File: config.mk
export PLATFORM = sky130hd
export DESIGN_NAME = conv_window_gen_flat
export DESIGN_NICKNAME = d
export VERILOG_FILES = /design/src/rtl/conv_window_gen_if.sv /design/src/rtl/conv_window_gen.sv /design/src/flat_wrapper.sv
export SDC_FILE = /design/constraint.sdc
export NUM_CORES = 1
export LEC_CHECK = 0
export CAP_MARGIN = 25
export CORE_ASPECT_RATIO = 1.25
export CORE_MARGIN = 8
export CORE_UTILIZATION = 60
export DETAILED_ROUTE_END_ITERATION = 6
export GPL_TIMING_DRIVEN = 0
export PLACE_DENSITY = 0.79
export SLEW_MARGIN = 40
export SYNTH_ARGS = -nofsm -noshare
export SYNTH_HDL_FRONTEND = slang
export SYNTH_SLANG_ARGS = --single-unit
export TNS_END_PERCENT = 30
File: constraint.sdc
create_clock -name clk -period 4.25 [get_ports clk]
set_input_delay 0.85 -clock clk [delete_from_list [all_inputs] [get_ports clk]]
set_output_delay 0.85 -clock clk [all_outputs]
set_load 0.02 [all_outputs]
File: src/rtl/conv_window_gen_if.sv
// Pixel-in / window-out bundle for conv_window_gen.
// CONV_WINDOW_GEN_LAST_EN adds the win_last end-of-frame flag.
interface conv_window_gen_if #(
    parameter int width = 8
) ();
    logic                 din_vld;
    logic [width-1:0]     din;
    logic [9*width-1:0]   win;
    logic                 win_vld;
`ifdef CONV_WINDOW_GEN_LAST_EN
    logic                 win_last;

    modport master (output din_vld, din, input win, win_vld, win_last);
    modport slave  (input din_vld, din, output win, win_vld, win_last);
`else
    modport master (output din_vld, din, input win, win_vld);
    modport slave  (input din_vld, din, output win, win_vld);
`endif
endinterface

File: src/rtl/conv_window_gen.sv
// Streaming 3x3 valid-convolution window generator with two row buffers.
// Optional CONV_WINDOW_GEN_LAST_EN flags the final window of each frame.
module conv_window_gen #(
    parameter int width = 8,
    parameter int img_w = 28,
    parameter int img_h = 28
) (
    input  logic               clk,
    input  logic               rst,
    conv_window_gen_if.slave   bus
);
    localparam int COL_W = (img_w > 1) ? $clog2(img_w) : 1;
    localparam int ROW_W = (img_h > 1) ? $clog2(img_h) : 1;
    localparam logic [COL_W-1:0] COL_LAST = COL_W'(img_w - 1);
    localparam logic [ROW_W-1:0] ROW_LAST = ROW_W'(img_h - 1);

    typedef enum logic {FILL, STREAM} state_t;

    typedef logic [2:0][width-1:0] wrow_t;
    typedef logic [2:0][2:0][width-1:0] wmat_t;

    state_t             state_reg, state_next;
    logic [COL_W-1:0]   col_reg, col_next;
    logic [ROW_W-1:0]   row_reg, row_next;
    logic [COL_W-1:0]   rd_addr;
    logic               accept;
    logic               emit;
    logic               emit_last;
    logic [width-1:0]   lb_rd [2];
    logic [width-1:0]   col_in [3];
    wmat_t              win_sr_reg, win_sr_next;
    wmat_t              win_reg;
    logic               win_vld_reg;

    assign accept = bus.din_vld & ~rst;

    // Counters: raster position of the pixel being accepted this cycle.
    always_comb begin
        col_next = col_reg;
        row_next = row_reg;
        if (accept) begin
            if (col_reg == COL_LAST) begin
                col_next = '0;
                row_next = (row_reg == ROW_LAST) ? '0 : row_reg + ROW_W'(1);
            end else begin
                col_next = col_reg + COL_W'(1);
            end
        end
    end

    // Prefetch the column that the next accepted pixel will need, so the
    // buffer read can stay registered without adding output latency.
    assign rd_addr = rst ? '0 : col_next;

    // Line buffer 1 holds the previous row; buffer 0 the row before that.
    genvar gi;
    generate
        for (gi = 0; gi < 2; gi++) begin : g_lb
            logic [width-1:0] mem [img_w];
            logic [width-1:0] rd_reg;
            logic [width-1:0] wr_data;

            assign wr_data = (gi == 1) ? bus.din : lb_rd[1];

            always_ff @(posedge clk) begin
                if (accept) begin
                    mem[col_reg] <= wr_data;
                end
                rd_reg <= mem[rd_addr];
            end

            assign lb_rd[gi] = rd_reg;
        end
    endgenerate

    assign col_in[0] = lb_rd[0];
    assign col_in[1] = lb_rd[1];
    assign col_in[2] = bus.din;

    generate
        for (gi = 0; gi < 3; gi++) begin : g_shift
            assign win_sr_next[gi] = wrow_t'({col_in[gi], win_sr_reg[gi][2], win_sr_reg[gi][1]});
        end
    endgenerate

    always_comb begin
        state_next = state_reg;
        emit       = 1'b0;
        emit_last  = 1'b0;
        if (accept) begin
            case (state_reg)
                FILL: begin
                    if (row_reg == ROW_W'(1) && col_reg == COL_LAST) begin
                        state_next = STREAM;
                    end
                end
                STREAM: begin
                    emit = (col_reg >= COL_W'(2));
                    if (row_reg == ROW_LAST && col_reg == COL_LAST) begin
                        emit_last  = 1'b1;
                        state_next = FILL;
                    end
                end
                default: state_next = FILL;
            endcase
        end
    end

    always_ff @(posedge clk) begin
        if (rst) begin
            state_reg   <= FILL;
            col_reg     <= '0;
            row_reg     <= '0;
            win_sr_reg  <= '0;
            win_reg     <= '0;
            win_vld_reg <= 1'b0;
        end else begin
            state_reg   <= state_next;
            col_reg     <= col_next;
            row_reg     <= row_next;
            win_vld_reg <= emit;
            if (accept) begin
                win_sr_reg <= win_sr_next;
            end
            // Output window only moves on emission; consumers see it held otherwise.
            if (emit) begin
                win_reg <= win_sr_next;
            end
        end
    end

    assign bus.win     = win_reg;
    assign bus.win_vld = win_vld_reg;

`ifdef CONV_WINDOW_GEN_LAST_EN
    logic win_last_reg;

    always_ff @(posedge clk) begin
        if (rst) begin
            win_last_reg <= 1'b0;
        end else begin
            win_last_reg <= emit_last;
        end
    end

    assign bus.win_last = win_last_reg;
`else
    logic unused_last;
    assign unused_last = emit_last;
`endif

endmodule

File: src/flat_wrapper.sv
// flat-port wrapper written by rule: the top's interface ports become plain ports
module conv_window_gen_flat 
#(
    parameter int width = 8,
    parameter int img_w = 28,
    parameter int img_h = 28
)
  (clk, rst, bus_din_vld, bus_din, bus_win, bus_win_vld);
  conv_window_gen_if #(.width(width)) bus_i ();
  input  logic clk;
  input  logic rst;
  input wire logic [$bits(bus_i.din_vld)-1:0] bus_din_vld;
  input wire logic [$bits(bus_i.din)-1:0] bus_din;
  output wire logic [$bits(bus_i.win)-1:0] bus_win;
  output wire logic [$bits(bus_i.win_vld)-1:0] bus_win_vld;
  assign bus_i.din_vld = bus_din_vld;
  assign bus_i.din = bus_din;
  assign bus_win = bus_i.win;
  assign bus_win_vld = bus_i.win_vld;
  conv_window_gen #(.width(width), .img_w(img_w), .img_h(img_h)) u_core (.clk(clk), .rst(rst), .bus(bus_i));
endmodule
Word level (Yosys, flattened, before mapping):

Memory sizes are Yosys's and may differ from the RTL's. A register that Yosys moved wholly into a read port is not among the register bits.
Index checks and enable logic that the tools add are counted.

* flip-flop bits (word level): 132
* bits in writable memories: 448
* bits of input ports: 11
* output and inout port bits: 73
* logic and storage cells: 44
* memories: 2

* add/sub/neg operators: 2
* $lt $le $gt $ge: 1
* equal/unequal tests: 3
* muxes and demuxes: 11
* bitwise logic cells: 3
* reductions and logical operators: 3

Memories
* u_core.g_lb[0].mem: depth 28, bits a word 8, rd ports 1, clocked after memory_dff 1, wr ports 1, RTL line conv_window_gen.sv:59 `logic [width-1:0] mem [img_w];`
* u_core.g_lb[1].mem: depth 28, bits a word 8, rd ports 1, clocked after memory_dff 1, wr ports 1, RTL line conv_window_gen.sv:59

Operators with widths (count)
* $mux W5: 4
* $add A5 B1 Y5 const B: 2
* $eq A5 B5 Y1 const B: 2
* $mux W1: 6
* $eq A5 B1 Y1 const B: 1
* $ge A5 B2 Y1 const B: 1
* $logic_and A1 B1 Y1: 2
* $not A1 Y1: 2
* $pmux W1 S2: 1
* $reduce_and A2 Y1: 1
* $and A1 B1 Y1: 1

Longest topological paths before layout:

Gate-level depths: netlist of run 1.

* depth after elaboration: 4
* gate-level depth with buffers: 13
* depth with buffers taken out: 9

Worst setup path after synthesis of run 1:

Ideal clock, no wire load.

* path kind: input port to flip-flop
* start: in rst
* end: reg u_core.row_reg[3]
* library setup time: 0.124 ns
* arrival: 2.670 ns
* data required time: 4.126 ns
* setup slack: 1.456 ns
* stages: 6
* path buffers: 1
* cell sequence: buf_2 nand3b_1 nor2_1 nand4_1 xor2_1 nor2_1

* cells in the longest elaborated chain, start to end: 3

Ends and longest elaborated chain
* start, declared: RTL line flat_wrapper.sv:11 `input logic rst;`
* $not A1 Y1: RTL line conv_window_gen.sv:35 `assign accept = bus.din_vld & ~rst;`
* $and A1 B1 Y1: RTL line conv_window_gen.sv:35
* $reduce_and A2 Y1 (no line)
* end signal, assigned: RTL line conv_window_gen.sv:120 `row_reg <= row_next;`
* end, declared: RTL line conv_window_gen.sv:24 `logic [ROW_W-1:0] row_reg, row_next;`

Parallel ways exist; a longest one is shown, timed or not.
A chain may end at the register's enable or synchronous reset.

Worst setup path in the final report of run 1:

* start: reg u_core.col_reg[0]
* end: reg u_core.g_lb[0].rd_reg[5], read port of u_core.g_lb[0].mem

* cells in the longest elaborated chain, start to end: 4
* elaborated cells on any way between the ends: 5
* classes of those cells: add/sub (1); eq/ne (1); mux (3)

Ends and longest elaborated chain
* start, declared: RTL line conv_window_gen.sv:23 `logic [COL_W-1:0] col_reg, col_next;`
* start signal, assigned: RTL line conv_window_gen.sv:119 `col_reg <= col_next;`
* $add A5 B1 Y5 / $eq A5 B5 Y1 (equally long branches): RTL line conv_window_gen.sv:46, conv_window_gen.sv:42
* $mux W5: RTL line conv_window_gen.sv:42 `if (col_reg == COL_LAST) begin`
* $mux W5 (*): RTL line conv_window_gen.sv:41 `if (accept) begin`
* $mux W5 (*)
* end, declared: RTL line conv_window_gen.sv:60 `logic [width-1:0] rd_reg;`

Every way passes the cells marked *; elsewhere a longest branch is shown, timed or not.

==> metrics, run 1 <==
Power Density about 460 mW/mm^2; gr busiest metal met2; total negative setup slack 0 ns; period utilisation layout between 90% and 100%; critical path's largest stage delay about 0.61 ns; Layout Nets between 1500 and 2000; Seq/Total Area, Yosys 71.16%; Synth Warn # 0; kind of critical path flop to flop; Wirelength per Cell between 20 and 30 um; WHS ~0.45 ns; fin crit period 4.022 ns; DR iter-0 viols 1683; CP cell instances buf_6 > inv_1 > ha_1 > buf_4 > mux2_2 > nand2_1 > inv_1 > nand2_1 > o221ai_1 > a21oi_1 > a311oi_1; vias in the first global route about 15000; die area between 0.04 and 0.05 mm^2; Longest Clk Path Bufs 3; layout cells sized above 1 around an eighth; arrival time worst endpoint 4.46 ns; GRT met3 Usage approximately 7.3%; Slew Limit Fails 0; failing checks DRC; Yosys cell types slightly below 70; LEAKAGE slightly below 9 nW; Yosys reg bits 596; port bufs between 80 and 90; Mapped Cells roughly 1700; Pre-Repair DR Iteration Count 7; Avg Inst Size Synth between 10 and 15 um^2; FP Rows 80; Antenna Cells 0; routability cong. 0.9505; DR vias 15400; gr ovfl total 0; timing-limited maximum frequency ~250 MHz; critical path peak fanout 10; post-synthesis cell area about 0.023 mm^2; Num CTS Buffers 53; Via density 6.452; met2 GRT Util 45.43%; post-route ant nets 0; CTS tree built; DRC 15; cts hold-fix bufs 0; fin cells roughly 2400; Synth-to-Final Area Change 15.31%; dpl cell area around 0.025 mm^2; skew final about 0.025 ns; HPWL Detailed between 40000 and 50000 um; worst hold path class flop to flop; routed wire length 64280 um; Initial Util about 60%; met1 Resource Use GR 33.86%; largest net degree at the start of global routing 31; peak supply drop about 0.37 mV; clock latency on the worst-skew pair roughly 0.60 ns; Slew @ Worst Pin roughly 0.83 ns; pre-CTS setup slack 0.3388 ns; outcome finished with violations; Worst setup EP type flop; ys flop type edfxtp_1; first-pass GRT wire length ~94000 um; final hold violations 0; clk sink count between 500 and 600; CORE AREA 0.03804 mm^2; Max Cap Viol 0; post-synth net total between 1500 and 2000; Largest register FFs around 450; # setup viols final 0; CP Launch Type flop; die height 235.2 um; Die X roughly 190 um; Setup Buffers After CTS 0; IO Pins 84; max_slew headroom between 40% and 50%; antenna violations before repair 2; H-tree lvl count 2; dpl cells around 2300; post-CTS sizing 0; Worst EP required roughly 4.7 ns; fin worst setup slack 0.2278 ns; Total GRT Usage 28.07%; slowest CP cell dfxtp_1; ys async rst share 0%; Final Cell Area about 0.027 mm^2; RSZ-0062 raised after global routing false; EDFF count, synth 448; CTS root buffer clkbuf_16; Worst-path clk slew ~0.060 ns
cells in the final DEF (no fill, tap or decap), types with 9 or more instances in the layout:
cell,instances
nand2b_1,10
o221ai_1,37
o21ai_0,62
nor2_4,28
inv_1,14
o22ai_1,15
nor3_1,29
buf_4,10
mux2i_1,108
clkbuf_8,9
clkbuf_1,75
a31oi_1,21
o2111ai_1,12
o211ai_1,27
nand3_1,25
a21oi_1,124
clkdlybuf4s50_1,74
mux2_2,20
nand2_1,220
clkbuf_16,56
edfxtp_1,448
dfxtp_1,140
nor2_1,92
buf_2,50
worst paths after layout:
kind	cells past startpoint	from	slack [ns]	end
setup / recovery	11	u_core.col_reg[0]	0.23	u_core.g_lb[0].rd_reg[5]
hold / removal	2	u_core.bus.win[33]	0.45	u_core.bus.win[33]
setup reg to reg	11	u_core.col_reg[0]	0.23	u_core.g_lb[0].rd_reg[5]
hold reg to reg	2	u_core.bus.win[33]	0.45	u_core.bus.win[33]
worst max-delay path: cells and delay by family, from the launching register on:
| family | cells | cell delay [ns] |
|---|---|---|
| AOI/OAI and AO/OA | 3 | 0.97 |
| adders and majority gates | 1 | 0.33 |
| buffers and inverters | 4 | 1.00 |
| DFF | 1 | 0.61 |
| muxes | 1 | 0.28 |
| and+or+nand+nor | 2 | 0.66 |
layout make-up:
class / count / area (um^2)
timing repair buffer: 92 / 987.2
multi-input combinational: 974 / 6220
sequential: 596 / 16430
fill: 2566 / 11440
clock buffer: 89 / 1615
buffer: 116 / 593.1
clock inverter: 11 / 80.08
tap: 492 / 615.6
inverter: 17 / 63.81
logic make-up after synthesis:
family	count (synthesis)	share of synthesized area, %
compound gates	388	11.45
simple gates	442	8.152
fa+ha+maj	6	0.3254
buf+inv	133	2.842
flops	596	71.16
xor+xnor	8	0.3037
mux	130	5.771
synth_stat cells (all sizes together) (6+ instances only):
cell / count / share of area [%]
a21oi: 125 / 2.7
a221oi: 8 / 0.30
a222oi: 7 / 0.30
a22oi: 9 / 0.31
a311oi: 9 / 0.34
a31oi: 21 / 0.57
buf: 63 / 1.7
clkbuf: 53 / 0.87
dfxtp: 148 / 13
edfxtp: 448 / 58
ha: 6 / 0.33
inv: 17 / 0.28
mux2: 21 / 1.0
mux2i: 109 / 4.7
nand2: 221 / 3.6
nand2b: 10 / 0.27
nand3: 25 / 0.54
nor2: 124 / 2.1
nor3: 30 / 0.65
o2111ai: 12 / 0.46
o211a: 8 / 0.35
o211ai: 27 / 0.88
o21ai: 62 / 1.3
o221ai: 37 / 1.4
o22ai: 16 / 0.49
o311a: 8 / 0.35
through the flow:
step,power [mW],utilization (%)
2_1_floorplan,7.124,-
3_3_place_gp,7.520,64.43
3_5_place_dp,7.577,65.43
4_1_cts,12.14,69.88
5_1_grt,12.42,69.93
6_report,12.16,69.93
layer usage:
layer | routed length [um] | part of all wire (%) | vias to the layer above
met5 | 27 | 0.042 | -
met4 | 3786 | 5.9 | 4
met3 | 6966 | 11 | 236
met2 | 30820 | 48 | 942
met1 | 22680 | 35 | 7498
li1 | - | - | 6722
where the power goes:
group	switching [mW]	leakage, nW	internal [mW]
registers	0.144	5.23	6.39
logic	0.650	2.65	0.306
clock network	2.03	0.830	2.64
total	2.82	8.70	9.34
Power figures use the tool's default switching activity.
==> inputs of run 2 (changes only) <==
--- a/config.mk
+++ b/config.mk
@@ -8,10 +8,10 @@
 export CAP_MARGIN = 25
 export CORE_ASPECT_RATIO = 1.25
 export CORE_MARGIN = 8
-export CORE_UTILIZATION = 60
+export CORE_UTILIZATION = 50
 export DETAILED_ROUTE_END_ITERATION = 6
 export GPL_TIMING_DRIVEN = 0
-export PLACE_DENSITY = 0.79
+export PLACE_DENSITY = 0.67
 export SLEW_MARGIN = 40
 export SYNTH_ARGS = -nofsm -noshare
 export SYNTH_HDL_FRONTEND = slang
==> metrics, run 2 (synthesis results as in run 1) <==
outcome finished clean; CTS root buffer clkbuf_16; post-route ant nets 0; Largest register FFs around 450; fin crit period between 4 and 5 ns; Longest Clk Path Bufs 3; Worst setup startpoint u_core.col_reg[0]; Worst Path Buf+Inv 4; Initial Util between 50% and 60%; Via density around 6.1; Num CTS Buffers 54; FP Rows 88; IO Pins between 80 and 90; Slew @ Worst Pin 0.8942 ns; Synth-to-Final Area Change 15.99%; max_slew headroom 40.39%; CTS tree built; routability cong. 0.9446; antenna violations before repair 1; Pwr Total around 12 mW; DRC 0; r2r startpoint u_core.col_reg[0]; Die X between 200 and 250 um; Worst-path clk slew 0.06 ns; Wirelength per Cell roughly 27 um; critical path peak fanout 10; CP endpoint u_core.g_lb[0].rd_reg[5]; clk sink count 596; Total GRT Usage between 20% and 30%; Setup Buffers After CTS 0; Worst setup EP type flop; DR vias around 15000; arrival time worst endpoint roughly 4.5 ns; slowest CP cell dfxtp_1; HPWL Detailed roughly 45000 um; gr ovfl total 0; kind of critical path flop to flop; WHS around 0.45 ns; R2R depth 11; RSZ-0062 raised after global routing false; peak supply drop around 0.34 mV; total negative setup slack 0 ns; skew final roughly 0.015 ns; H-tree lvl count 2; first-pass GRT wire length 97150 um; Slew Limit Fails 0; Power Density 456.2 mW/mm^2; commonest cells after routing, fill and taps aside edfxtp_1 (448), nand2_1 (220), dfxtp_1 (140); Top delay family on crit path compound AO/OA/AOI/OAI gates; clock latency on the worst-skew pair between 0.5 and 0.6 ns; Antenna Cells 0; vias in the first global route 15130; instance count on the critical path 11; # setup viols final 0; layout cells sized above 1 12.64%; final hold violations 0; post-CTS sizing 0; Pre-Repair DR Iteration Count 5; reg2reg end u_core.g_lb[0].rd_reg[5]; largest net degree at the start of global routing 31; commonest non-fill, non-tap cell in the layout edfxtp_1; CP Launch Type flop; port bufs 82; Max Cap Viol 0; routed wire length around 66000 um; Final Util between 50% and 60%; timing-limited maximum frequency ~240 MHz; cts hold-fix bufs 0; LEAKAGE roughly 8.7 nW; Layout Nets ~1900; CP cell instances buf_6 > inv_1 > ha_1 > buf_4 > mux2_2 > nand2_1 > inv_1 > nand2_1 > o221ai_1 > a21oi_1 > a311oi_1; Worst EP required between 4 and 5 ns; die height approximately 260 um; DR iter-0 viols 1549; CORE AREA between 0.04 and 0.05 mm^2; critical path's largest stage delay between 0.5 and 0.6 ns; die area roughly 0.053 mm^2; Worst R2R Setup Slack around 0.14 ns; period utilisation layout approximately 97%; worst hold path class flop to flop
-- run 2: worst min path at each step --
stage,depth (start not counted),to,start
floorplan,2,u_core.bus.win[0],u_core.win_sr_next[0]
global placement,2,u_core.bus.win[38],u_core.bus.win[38]
detailed placement,2,u_core.bus.win[19],u_core.bus.win[19]
CTS,2,u_core.bus.win[19],u_core.bus.win[19]
global route,2,u_core.bus.win[46],u_core.bus.win[46]
finish,2,u_core.bus.win[19],u_core.bus.win[19]
-- run 2: power breakdown --
| part | internal (mW) | total, mW | switching, mW |
|---|---|---|---|
| sequential | 6.39 | 6.53 | 0.147 |
| combinational | 0.297 | 0.946 | 0.649 |
| clock | 2.60 | 4.73 | 2.13 |
-- run 2: tightest hold or removal path: cells and delay by family (launching register included) --
kind	cells	cell delay, ns
simple gates	1	0.05
compound gates	1	0.05
flops	1	0.31
-- run 2: cell type report --
type	instances	area (um^2)
Inverter	17	63.81
Buffer	116	591.8
Multi-Input combinational cell	974	6220
Sequential cell	596	16430
Clock inverter	27	181.4
Timing Repair Buffer	94	1008
Fill cell	3541	19150
Tap cell	585	732.0
Clock buffer	75	1536
-- run 2: per-stage QoR --
step	cell area, um^2	setup WS (ns)	cells
after global routing	26760	0.1258	2484
after floorplan	23070	1.456	1703
final	26760	0.1413	2484
after global placement	24620	-0.02591	2370
after detailed placement	25030	-0.1392	2381
after CTS	26740	0.1750	2483
-- run 2: metal layers --
metal	vias up	GRT usage, %	share of wire (%)
met5	-	0	0
met4	0	11.84	5.1
met3	178	4.508	8.2
met2	718	40.92	49
met1	7574	29.78	38
li1	6742	-	-
